==> src/rtl/arith_pkg.sv <==
// Shared definitions for the sequential arithmetic unit: operation codes and
// controller states.
package arith_pkg;

  localparam logic [1:0] OP_ADD = 2'b00;
  localparam logic [1:0] OP_SUB = 2'b01;
  localparam logic [1:0] OP_MUL = 2'b10;
  localparam logic [1:0] OP_DIV = 2'b11;

  typedef enum logic [1:0] {
    IDLE = 2'b00,
    RUN  = 2'b01,
    DONE = 2'b10
  } state_t;

endpackage

==> src/rtl/addsub_n.sv <==
// WIDTH-bit adder/subtractor: sub inverts b and injects the carry-in, so
// cout=1 on subtract means no borrow.
module addsub_n #(
  parameter int WIDTH = 8
) (
  input  logic [WIDTH-1:0] a,
  input  logic [WIDTH-1:0] b,
  input  logic             sub,
  output logic [WIDTH-1:0] sum,
  output logic             cout
);

  logic [WIDTH-1:0] b_x;
  logic [WIDTH:0]   total;

  assign b_x   = b ^ {WIDTH{sub}};
  assign total = {1'b0, a} + {1'b0, b_x} + {{WIDTH{1'b0}}, sub};
  assign cout  = total[WIDTH];
  assign sum   = total[WIDTH-1:0];

endmodule

==> src/rtl/seq_arith_unit.sv <==
// Multi-cycle unsigned add/sub/multiply/divide with start/busy/done handshake.
// MUL is shift-add and DIV is restoring, one iteration per clock.
module seq_arith_unit
  import arith_pkg::*;
#(
  parameter int WIDTH = 8
) (
  input  logic               clk,
  input  logic               rst_n,
  input  logic               start,
  input  logic [1:0]         op,
  input  logic [WIDTH-1:0]   a,
  input  logic [WIDTH-1:0]   b,
  output logic               busy,
  output logic               done,
  output logic [2*WIDTH-1:0] result,
  output logic               cout,
  output logic               div_by_zero
);

  localparam int CNT_W = $clog2(WIDTH + 1);
  localparam logic [CNT_W-1:0] LAST_CNT = CNT_W'(WIDTH - 1);

  state_t             state_q, state_d;
  logic [1:0]         op_q, op_d;
  logic [WIDTH-1:0]   a_q, a_d;
  logic [WIDTH-1:0]   b_q, b_d;
  logic [2*WIDTH-1:0] acc_q, acc_d;
  logic [CNT_W-1:0]   cnt_q, cnt_d;
  logic [2*WIDTH-1:0] result_q, result_d;
  logic               cout_q, cout_d;
  logic               dbz_q, dbz_d;

  logic [WIDTH-1:0]   add_a, add_b, add_sum;
  logic               add_sub, add_cout;
  logic [WIDTH-1:0]   trial_sum;
  logic               trial_cout;
  logic [2*WIDTH-1:0] div_shift, div_next, mul_next, step;
  logic [WIDTH:0]     mul_hi;
  logic               no_borrow;

  // Shared adder: operands straight from the ports while idle (ADD/SUB
  // finish in the accept cycle), accumulator high half while multiplying.
  always_comb begin
    add_a   = acc_q[2*WIDTH-1:WIDTH];
    add_b   = a_q;
    add_sub = 1'b0;
    if (state_q == IDLE) begin
      add_a   = a;
      add_b   = b;
      add_sub = (op == OP_SUB);
    end
  end

  addsub_n #(.WIDTH(WIDTH)) u_addsub (
    .a    (add_a),
    .b    (add_b),
    .sub  (add_sub),
    .sum  (add_sum),
    .cout (add_cout)
  );

  assign div_shift = {acc_q[2*WIDTH-2:0], 1'b0};

  addsub_n #(.WIDTH(WIDTH)) u_trial (
    .a    (div_shift[2*WIDTH-1:WIDTH]),
    .b    (b_q),
    .sub  (1'b1),
    .sum  (trial_sum),
    .cout (trial_cout)
  );

  // The bit shifted out of the remainder makes it at least 2^WIDTH > b.
  assign no_borrow = acc_q[2*WIDTH-1] | trial_cout;
  assign div_next  = no_borrow ? {trial_sum, div_shift[WIDTH-1:1], 1'b1} : div_shift;
  assign mul_hi    = acc_q[0] ? {add_cout, add_sum} : {1'b0, acc_q[2*WIDTH-1:WIDTH]};
  assign mul_next  = {mul_hi, acc_q[WIDTH-1:1]};
  assign step      = (op_q == OP_MUL) ? mul_next : div_next;

  always_comb begin
    state_d  = state_q;
    op_d     = op_q;
    a_d      = a_q;
    b_d      = b_q;
    acc_d    = acc_q;
    cnt_d    = cnt_q;
    result_d = result_q;
    cout_d   = cout_q;
    dbz_d    = dbz_q;
    unique case (state_q)
      IDLE: begin
        if (start) begin
          op_d   = op;
          a_d    = a;
          b_d    = b;
          cnt_d  = '0;
          cout_d = 1'b0;
          dbz_d  = 1'b0;
          unique case (op)
            OP_ADD, OP_SUB: begin
              result_d = {{WIDTH{1'b0}}, add_sum};
              cout_d   = add_cout;
              state_d  = DONE;
            end
            OP_MUL: begin
              acc_d   = {{WIDTH{1'b0}}, b};
              state_d = RUN;
            end
            default: begin
              if (b == '0) begin
                result_d = {a, {WIDTH{1'b1}}};
                dbz_d    = 1'b1;
                state_d  = DONE;
              end else begin
                acc_d   = {{WIDTH{1'b0}}, a};
                state_d = RUN;
              end
            end
          endcase
        end
      end
      RUN: begin
        acc_d = step;
        if (cnt_q == LAST_CNT) begin
          result_d = step;
          state_d  = DONE;
        end else begin
          cnt_d = cnt_q + 1'b1;
        end
      end
      DONE:    state_d = IDLE;
      default: state_d = IDLE;
    endcase
  end

  always_ff @(posedge clk or negedge rst_n) begin
    if (!rst_n) begin
      state_q  <= IDLE;
      op_q     <= '0;
      a_q      <= '0;
      b_q      <= '0;
      acc_q    <= '0;
      cnt_q    <= '0;
      result_q <= '0;
      cout_q   <= 1'b0;
      dbz_q    <= 1'b0;
    end else begin
      state_q  <= state_d;
      op_q     <= op_d;
      a_q      <= a_d;
      b_q      <= b_d;
      acc_q    <= acc_d;
      cnt_q    <= cnt_d;
      result_q <= result_d;
      cout_q   <= cout_d;
      dbz_q    <= dbz_d;
    end
  end

  assign busy        = (state_q != IDLE);
  assign done        = (state_q == DONE);
  assign result      = result_q;
  assign cout        = cout_q;
  assign div_by_zero = dbz_q;

endmodule

==> config.mk <==
export PLATFORM = sky130hd
export DESIGN_NAME = seq_arith_unit
export DESIGN_NICKNAME = d
export VERILOG_FILES = /design/src/rtl/arith_pkg.sv /design/src/rtl/addsub_n.sv /design/src/rtl/seq_arith_unit.sv
export SDC_FILE = /design/constraint.sdc
export NUM_CORES = 1
export LEC_CHECK = 0
export CORE_UTILIZATION = 50
export DETAILED_ROUTE_END_ITERATION = 10
export PLACE_DENSITY = 0.83
export SETUP_SLACK_MARGIN = 0.05
export SLEW_MARGIN = 20
export SYNTH_ARGS = -nofsm -noshare
export SYNTH_HDL_FRONTEND = slang
export SYNTH_HIERARCHICAL = 1
export SYNTH_SLANG_ARGS = --single-unit
==> constraint.sdc <==
create_clock -name clk -period 3.2 [get_ports clk]
set_input_delay 0.48 -clock clk [delete_from_list [all_inputs] [get_ports clk]]
set_output_delay 0.48 -clock clk [all_outputs]
set_load 0.01 [all_outputs]
==> results of run 1 <==
-- final cells by class --
type                    instances  area [um2]  area share
flip-flops and latches         58        1451      0.2732
clock buffers                   9       123.9     0.02332
repair buffers                 98       850.8      0.1602
multi-input cells             309        2584      0.4863
well taps                     102       127.6     0.02402
clock inverters                 7       125.1     0.02355
inverters                      12       50.05    0.009421
-- metal layers --
layer / vias up / wire length (um)
met5: - / 0
met2: 202 / 5692
li1: 1641 / -
met1: 1845 / 5186
met4: 0 / 454
met3: 43 / 1020
-- synth_stat cells, types with 3 or more instances --
master                     instances
sky130_fd_sc_hd__dfrtp_1          58
sky130_fd_sc_hd__mux2_2           49
sky130_fd_sc_hd__nand2_1          23
sky130_fd_sc_hd__a211oi_1         21
sky130_fd_sc_hd__nor2_1           18
sky130_fd_sc_hd__xor2_1           18
sky130_fd_sc_hd__nor3_1           17
sky130_fd_sc_hd__clkbuf_1         16
sky130_fd_sc_hd__ha_1             15
sky130_fd_sc_hd__nor2b_1          13
sky130_fd_sc_hd__inv_1            12
sky130_fd_sc_hd__a21oi_1          10
sky130_fd_sc_hd__nand3_1          10
sky130_fd_sc_hd__mux2_4            9
sky130_fd_sc_hd__o21ai_0           9
sky130_fd_sc_hd__a21o_1            8
sky130_fd_sc_hd__a31oi_1           8
sky130_fd_sc_hd__o31ai_1           8
sky130_fd_sc_hd__and3b_1           7
sky130_fd_sc_hd__nor3b_1           7
sky130_fd_sc_hd__mux2i_1           6
sky130_fd_sc_hd__xnor2_1           6
sky130_fd_sc_hd__buf_1             5
sky130_fd_sc_hd__nand2b_1          5
sky130_fd_sc_hd__or2_2             5
sky130_fd_sc_hd__o21a_1            4
sky130_fd_sc_hd__o31a_1            4
sky130_fd_sc_hd__o22ai_1           3
-- metrics by stage --
step,utilization,cells,instance area (um2),setup TNS (ns)
3_5_place_dp,0.6258,570,4911,-0.8084
5_1_grt,0.6770,595,5313,-0.04373
2_1_floorplan,-,405,4161,0
3_3_place_gp,0.6258,570,4911,-0.3513
4_1_cts,0.6591,587,5172,0
6_report,0.6770,595,5313,0
-- worst reg2reg max path, cell delays in order (launching register included) --
cell and delay, ns:
sky130_fd_sc_hd__dfrtp_1 0.41, sky130_fd_sc_hd__nor2_4 0.13, sky130_fd_sc_hd__buf_12 0.16, sky130_fd_sc_hd__mux2_2 0.40
sky130_fd_sc_hd__mux2i_2 0.26, sky130_fd_sc_hd__fa_2 0.29, sky130_fd_sc_hd__nor2b_4 0.05, sky130_fd_sc_hd__o31a_1 0.27
sky130_fd_sc_hd__o31a_1 0.28, sky130_fd_sc_hd__o22a_1 0.21, sky130_fd_sc_hd__a21oi_2 0.16, sky130_fd_sc_hd__o31ai_1 0.09
sky130_fd_sc_hd__mux2_4 0.29
-- where the power goes --
| group | internal (W) | leakage [nW] | total (W) | switching [W] |
|---|---|---|---|---|
| sequential | 0.00108 | 0.703 | 0.00143 | 0.000348 |
| combinational | 0.00243 | 1.56 | 0.00481 | 0.00237 |
| clock | 0.000525 | 0.124 | 0.000870 | 0.000344 |
-- what timing repair did --
action / in CTS / in global routing
pin swaps: 0 / 6
gates resized for setup: 1 / 20
endpoints found under the setup margin: 5 / 16
hold endpoints to repair: 0 / 0
setup buffers: 1 / 8
-- how the worst min path moves through the flow --
| stage | start | to | slack [ns] |
|---|---|---|---|
| after detailed placement | div_by_zero | div_by_zero | 0.48 |
| after global placement | cout | cout | 0.47 |
| final | rst_n | acc_q[15] | 0.21 |
| after global routing | rst_n | acc_q[15] | 0.26 |
| after floorplan | rst_n | a_q[0] | 0.18 |
| after CTS | rst_n | acc_q[15] | 0.22 |
-- state kept, by name, summed over array words and instances, names as in the netlist --
register / flops
result: 16
a_q: 8
acc_q: 16
cout: 1
cnt_q: 4
state_q: 2
div_by_zero: 1
op_q: 2
b_q: 8
-- kinds of logic (layout without fill, tap and decap cells) --
logic type | Yosys count | in the layout
other | 1 | 1
muxes | 66 | 66
DFF | 58 | 58
xor gates and xnor gates | 24 | 24
AOI/OAI and AO/OA | 89 | 89
buffers and inverters | 38 | 126
and+or+nand+nor | 112 | 112
adders and majority gates | 17 | 17
==> impl_metrics.csv, run 1 <==
group,metric,value,unit
sta,fmax,321.8,MHz
yosys,library_cell_with_the_largest_summed_area_after_synthesis,"sky130_fd_sc_hd__dfrtp_1",
global_routing,number_of_global_route_vias_before_repair,3716,
power_and_ir_drop,total_leakage_power,2.383,nW
floorplan,floorplan.initialDensity,0.5238,
drt,antenna_violating_nets_post_route,0,
drt,vias_per_cell,6.271,
job,timing.max_cap.violations,0,
sta,timing.final.max_slew_violations,0,
floorplan,fp-row-count,32,
placement,detailedPlace.worstSlack,-0.1380,ns
placement,dp.final_hpwl,8613,um
clock_tree,clock_insertion_delay_worst_skew,0.35,ns
floorplan,die_area,8587,um2
yosys,synth_fp_nets,443,
setup_path,critical-path-slowest-cell,"sky130_fd_sc_hd__dfrtp_1",
floorplan,top_level_ports,41,
clock_tree,cts_max_level,3,
finish,nFillCells,596,
yosys,yosys_most_used_dff,"sky130_fd_sc_hd__dfrtp_1",
global_routing,global_route.usage.total,0.3003,
placement,globalplace.congestion,0.9268,
global_routing,grt_max_degree,34,
setup_path,req_time_crit_path,3.44,ns
setup_path,critical_path_cell_count,12,
yosys,synthTopCellsByArea,"sky130_fd_sc_hd__dfrtp_1 (35%), sky130_fd_sc_hd__mux2_2 (13%), sky130_fd_sc_hd__ha_1 (4.6%)",
setup_path,r2r_start,"state_q[0]",
clock_tree,cts_tree,"yes",
drt,remaining_drc_errors,0,
global_routing,grt_first_pass_wirelength,19510,um
setup_path,crit_top_cell,"sky130_fd_sc_hd__o31a_1",
finish,insertedDiodeCount,0,
clock_tree,cts_made_buffers,9,
setup_path,worst-setup-path-type,"reg -> reg",
yosys,synth_simple_gate_area_share,0.1482,
sta,worst_slew_margin_rel,0.2432,
sta,final_setup_violation_count,0,
drt,number_of_optimization_iterations_in_the_first_detailed_route_pass,5,
setup_path,endpoint_kind,"flip-flop",
global_routing,grt_antenna_before_repair,0,
global_routing,busiest_layer,"met2",
floorplan,coreArea,7848,um2
sta,finalHoldViolations,0,
yosys,synth_enable_flop_cells,0,
setup_path,critical_path.cell_chain,"nor2_4, buf_12, mux2_2, mux2i_2, fa_2, nor2b_4, o31a_1, o31a_1, o22a_1, a21oi_2, o31ai_1, mux2_4",
setup_path,timing.critical_path.from_type,"flip-flop",
floorplan,chipWidth,92.67,um
finish,layout-area-overhead-vs-synth,29.25,%
yosys,ys_async_sr_fraction,1.000,
yosys,count_of_mapped_cells_out_of_synthesis,405,
setup_path,reg2reg_setup_slack,0.09,ns
yosys,synth_sequential_area_ratio,0.3531,
finish,design.final.nets,526,
yosys,synthesized_area_fraction_occupied_by_ao_oa_aoi_and_oai_cells,0.1592,
clock_tree,cts_buffer_depth,2,
yosys,synth-xor-area-share,0.05114,
global_routing,grt_util_met2,0.4753,
outcome,run_status,"finished, final reports clean",
power_and_ir_drop,power.density_cell_area,1337,nW/um2
sta,setup_ws,0.09268,ns
yosys,syn_area_per_cell,10.15,um2
global_routing,gr-usage-met1,0.4033,
setup_path,critical_path.max_fanout,8,
yosys,netlist_area,4110,um2
yosys,post_synth_fa_ha_maj_area_fraction,0.05540,
setup_path,cp_endpoint,"result[15]",
setup_path,startpoint,"state_q[0]",
power_and_ir_drop,total_power,0.007102,W
floorplan,die_height,92.67,um
yosys,synth_top_family_by_area,"multiplexers",
global_routing,groute.layer.met3.usage,0.06404,
global_routing,grt_overflow_total,0,
clock_tree,ctsHoldBuffers,0,
clock_tree,clock_tree.root_cell,"sky130_fd_sc_hd__clkbuf_8",
min_path,hold_path_class,"in -> async",
sta,min_period,3.107,ns
drt,drt_iter0_markers,398,
clock_tree,worst_setup_hold_path_clk_slew,0.08,ns
clock_tree,clock_sinks,58,
finish,mostFrequentLayoutCells,"sky130_fd_sc_hd__dfrtp_1 (58), sky130_fd_sc_hd__buf_4 (56), sky130_fd_sc_hd__mux2_2 (48), sky130_fd_sc_hd__clkdlybuf4s50_1 (39), sky130_fd_sc_hd__nand2_1 (23)",
sta,whs,0.2071,ns
drt,avgRoutedWirePerCell,20.76,um
yosys,ys_seq_elements,58,
sta,rsz0062_at_grt,"yes",
yosys,total_of_warnings_raised_by_yosys,6,
yosys,synthDistinctLibCells,51,
setup_path,endpoint_of_the_worst_slack_reg_to_reg_timing_path,"result[15]",
yosys,muxShareOfSynthArea,0.1884,
placement,place.port_buffers,40,
drt,routed-via-count,3731,
setup_path,slowest_delay,0.41,ns
sta,worst-slew-pin-transition,1.135,ns
finish,layout_commonest_cell,"sky130_fd_sc_hd__dfrtp_1",
sta,post-route-period-util,0.9710,
setup_path,critPathTopFamily,"compound AO/OA/AOI/OAI gates",
drt,route.final.wire_length,12350,um
power_and_ir_drop,power.ir.vdd_worst,0.6066,mV
setup_path,cp_num_buf_inv,1,
setup_path,timing.reg2reg.worst_path_depth,12,
sta,fin_skew,0.008995,ns
setup_path,arrival,3.34,ns
finish,layout-drive-gt1-share,0.3428,
yosys,synth.top_cell.area_share,0.3531,
Power figures use the tool's default switching activity.
==> run 2, diff against run 1 <==
Settings changed: PLACE_DENSITY 0.83 to 0.8.
Clock period 3.2 ns to 3.82 ns, I/O delays scaled along.
==> run 2 against run 1 <==
Effect of this change:
- sequential share of layout area is 2.7 points higher
- critical path type unchanged
- die area stayed put
- critical path depth decreased by 1
- first-iteration DRC count down 9.3%
- largest cell class unchanged
- non-clock buffer count decreased by 46
- clock skew about the same
==> impl_metrics.csv, run 2 (synthesis gave the netlist of run 1 again) <==
group,metric,value,unit
setup_path,worst-setup-path-type,"reg -> reg",
drt,avgRoutedWirePerCell,19.48,um
floorplan,floorplan.initialDensity,0.5238,
global_routing,grt_max_degree,42,
job,timing.max_cap.violations,0,
sta,final_setup_violation_count,0,
sta,min_period,3.481,ns
global_routing,grt_overflow_total,0,
drt,number_of_optimization_iterations_in_the_first_detailed_route_pass,5,
drt,routed-via-count,3428,
clock_tree,cts_made_buffers,9,
outcome,run_status,"finished, final reports clean",
setup_path,req_time_crit_path,4.06,ns
global_routing,grt_first_pass_wirelength,17650,um
finish,final_cell_area,4841,um2
placement,post_dp_cell_area,4589,um2
sta,worst_slew_margin_rel,0.3556,
floorplan,coreArea,7848,um2
clock_tree,cts_tree,"yes",
setup_path,critical_path.max_fanout,16,
clock_tree,clock_tree.root_cell,"sky130_fd_sc_hd__clkbuf_8",
sta,fmax,287.2,MHz
placement,globalplace.congestion,0.9488,
floorplan,fp-row-count,32,
clock_tree,worst_setup_hold_path_clk_slew,0.07,ns
clock_tree,cts_max_level,3,
sta,rsz0062_at_grt,"no",
setup_path,slowest_delay,0.47,ns
floorplan,chipWidth,92.67,um
global_routing,global_route.usage.total,0.2703,
sta,fin_skew,0.008684,ns
finish,layout-area-overhead-vs-synth,17.78,%
setup_path,startpoint,"state_q[0]",
drt,antenna_violating_nets_post_route,0,
finish,insertedDiodeCount,0,
drt,remaining_drc_errors,0,
floorplan,die_height,92.67,um
sta,tns,0,ns
floorplan,die_area,8587,um2
setup_path,endpoint_kind,"flip-flop",
power_and_ir_drop,total_leakage_power,2.129,nW
power_and_ir_drop,power.density_cell_area,1053,nW/um2
clock_tree,ctsHoldBuffers,0,
sta,timing.final.max_slew_violations,0,
sta,post-route-period-util,0.9114,
power_and_ir_drop,power.ir.vdd_worst,0.4777,mV
setup_path,critical-path-slowest-cell,"sky130_fd_sc_hd__dfrtp_1",
setup_path,timing.critical_path.from_type,"flip-flop",
floorplan,top_level_ports,41,
setup_path,reg2reg_setup_slack,0.34,ns
min_path,hold_path_class,"in -> async",
setup_path,endpoint_of_the_worst_slack_reg_to_reg_timing_path,"result[14]",
clock_tree,cts_buffer_depth,2,
sta,worst-slew-pin-transition,0.9643,ns
sta,finalHoldViolations,0,
setup_path,timing.reg2reg.worst_path_depth,11,
drt,vias_per_cell,6.244,
placement,place.port_buffers,40,
finish,layout_commonest_cell,"sky130_fd_sc_hd__dfrtp_1",
finish,layout-drive-gt1-share,0.2304,
global_routing,grt_antenna_before_repair,0,
drt,route.final.wire_length,10700,um
setup_path,critical_path.cell_chain,"nor2_2, buf_4, mux2_2, xor2_1, ha_1, a211o_1, a221oi_2, xnor2_1, a211oi_1, o31ai_1, mux2_4",
setup_path,arrival,3.72,ns
clock_tree,count_of_buffers_added_by_post_cts_timing_repair_for_setup,0,
clock_tree,clock_sinks,58,
finish,design.final.nets,480,
global_routing,number_of_global_route_vias_before_repair,3450,
placement,dp.final_hpwl,8030,um
drt,drt_iter0_markers,361,
clock_tree,clock_insertion_delay_worst_skew,0.35,ns
setup_path,r2r_start,"state_q[0]",
finish,mostFrequentLayoutCells,"sky130_fd_sc_hd__dfrtp_1 (58), sky130_fd_sc_hd__mux2_2 (49), sky130_fd_sc_hd__clkdlybuf4s50_1 (39), sky130_fd_sc_hd__nand2_1 (23), sky130_fd_sc_hd__a211oi_1 (21)",
setup_path,cp_endpoint,"result[14]",
clock_tree,post_cts_resize_count,0,
## run 2: cell count changes in the layout (fill, tap and decap cells not counted), sizes merged
cell,before,now
clkbuf,9,11
buf,59,13
inv,14,12
## run 2: through the flow
stage / power (W) / setup slack, ns / utilization / hold slack (ns) / std cells
floorplan: 0.003464 / 0.1869 / - / 0.2774 / 405
global placement: 0.004191 / 0.2620 / 0.5848 / 0.4725 / 533
detailed placement: 0.004302 / 0.1048 / 0.5848 / 0.4749 / 533
CTS: 0.005046 / 0.3896 / 0.6169 / 0.2210 / 549
global route: 0.005441 / 0.09632 / 0.6169 / 0.2589 / 549
finish: 0.005095 / 0.3385 / 0.6169 / 0.2075 / 549
## run 2: cell type report
type / instances / area, um2
Sequential cell: 58 / 1451
Multi-Input combinational cell: 309 / 2480
Clock inverter: 5 / 100.1
Inverter: 12 / 45.04
Timing Repair Buffer: 52 / 485.5
Fill cell: 640 / 3007
Clock buffer: 11 / 151.4
Tap cell: 102 / 127.6
## run 2: report_power, final
part	switching, W	internal (W)
Sequential	0.000291	0.000903
Combinational	0.00167	0.00150
Clock	0.000256	0.000467
Total	0.00222	0.00287
## run 2: critical path: cells and delay by family, from the launching register on
family          cells  cell delay (ns)
compound gates      4             1.09
xor+xnor            2             0.31
fa+ha+maj           1             0.34
buf+inv             1             0.28
flops               1             0.47
mux                 2             0.64
simple gates        1             0.22
## run 2: worst min path at each step
stage / startpoint / to / slack, ns / cells after the start
2_1_floorplan: rst_n / a_q[0] / 0.28 / 0
3_3_place_gp: cout / cout / 0.47 / 2
3_5_place_dp: div_by_zero / div_by_zero / 0.47 / 2
4_1_cts: rst_n / cnt_q[2] / 0.22 / 1
5_1_grt: rst_n / cnt_q[2] / 0.26 / 1
6_report: rst_n / cnt_q[2] / 0.21 / 1
## run 2: routing by layer
| layer | vias up | part of all wire | track usage |
|---|---|---|---|
| met5 | - | 0 | 0 |
| met4 | 0 | 0.033 | 0.1256 |
| met3 | 34 | 0.080 | 0.07225 |
| met2 | 167 | 0.46 | 0.4179 |
| met1 | 1674 | 0.43 | 0.3528 |
| li1 | 1553 | - | - |
==> run 3, diff against run 2 <==
Settings changed: SLEW_MARGIN 20 to 15.
==> results of run 3 <==
The final DEF is identical to that of run 2; final timing and power are the same.
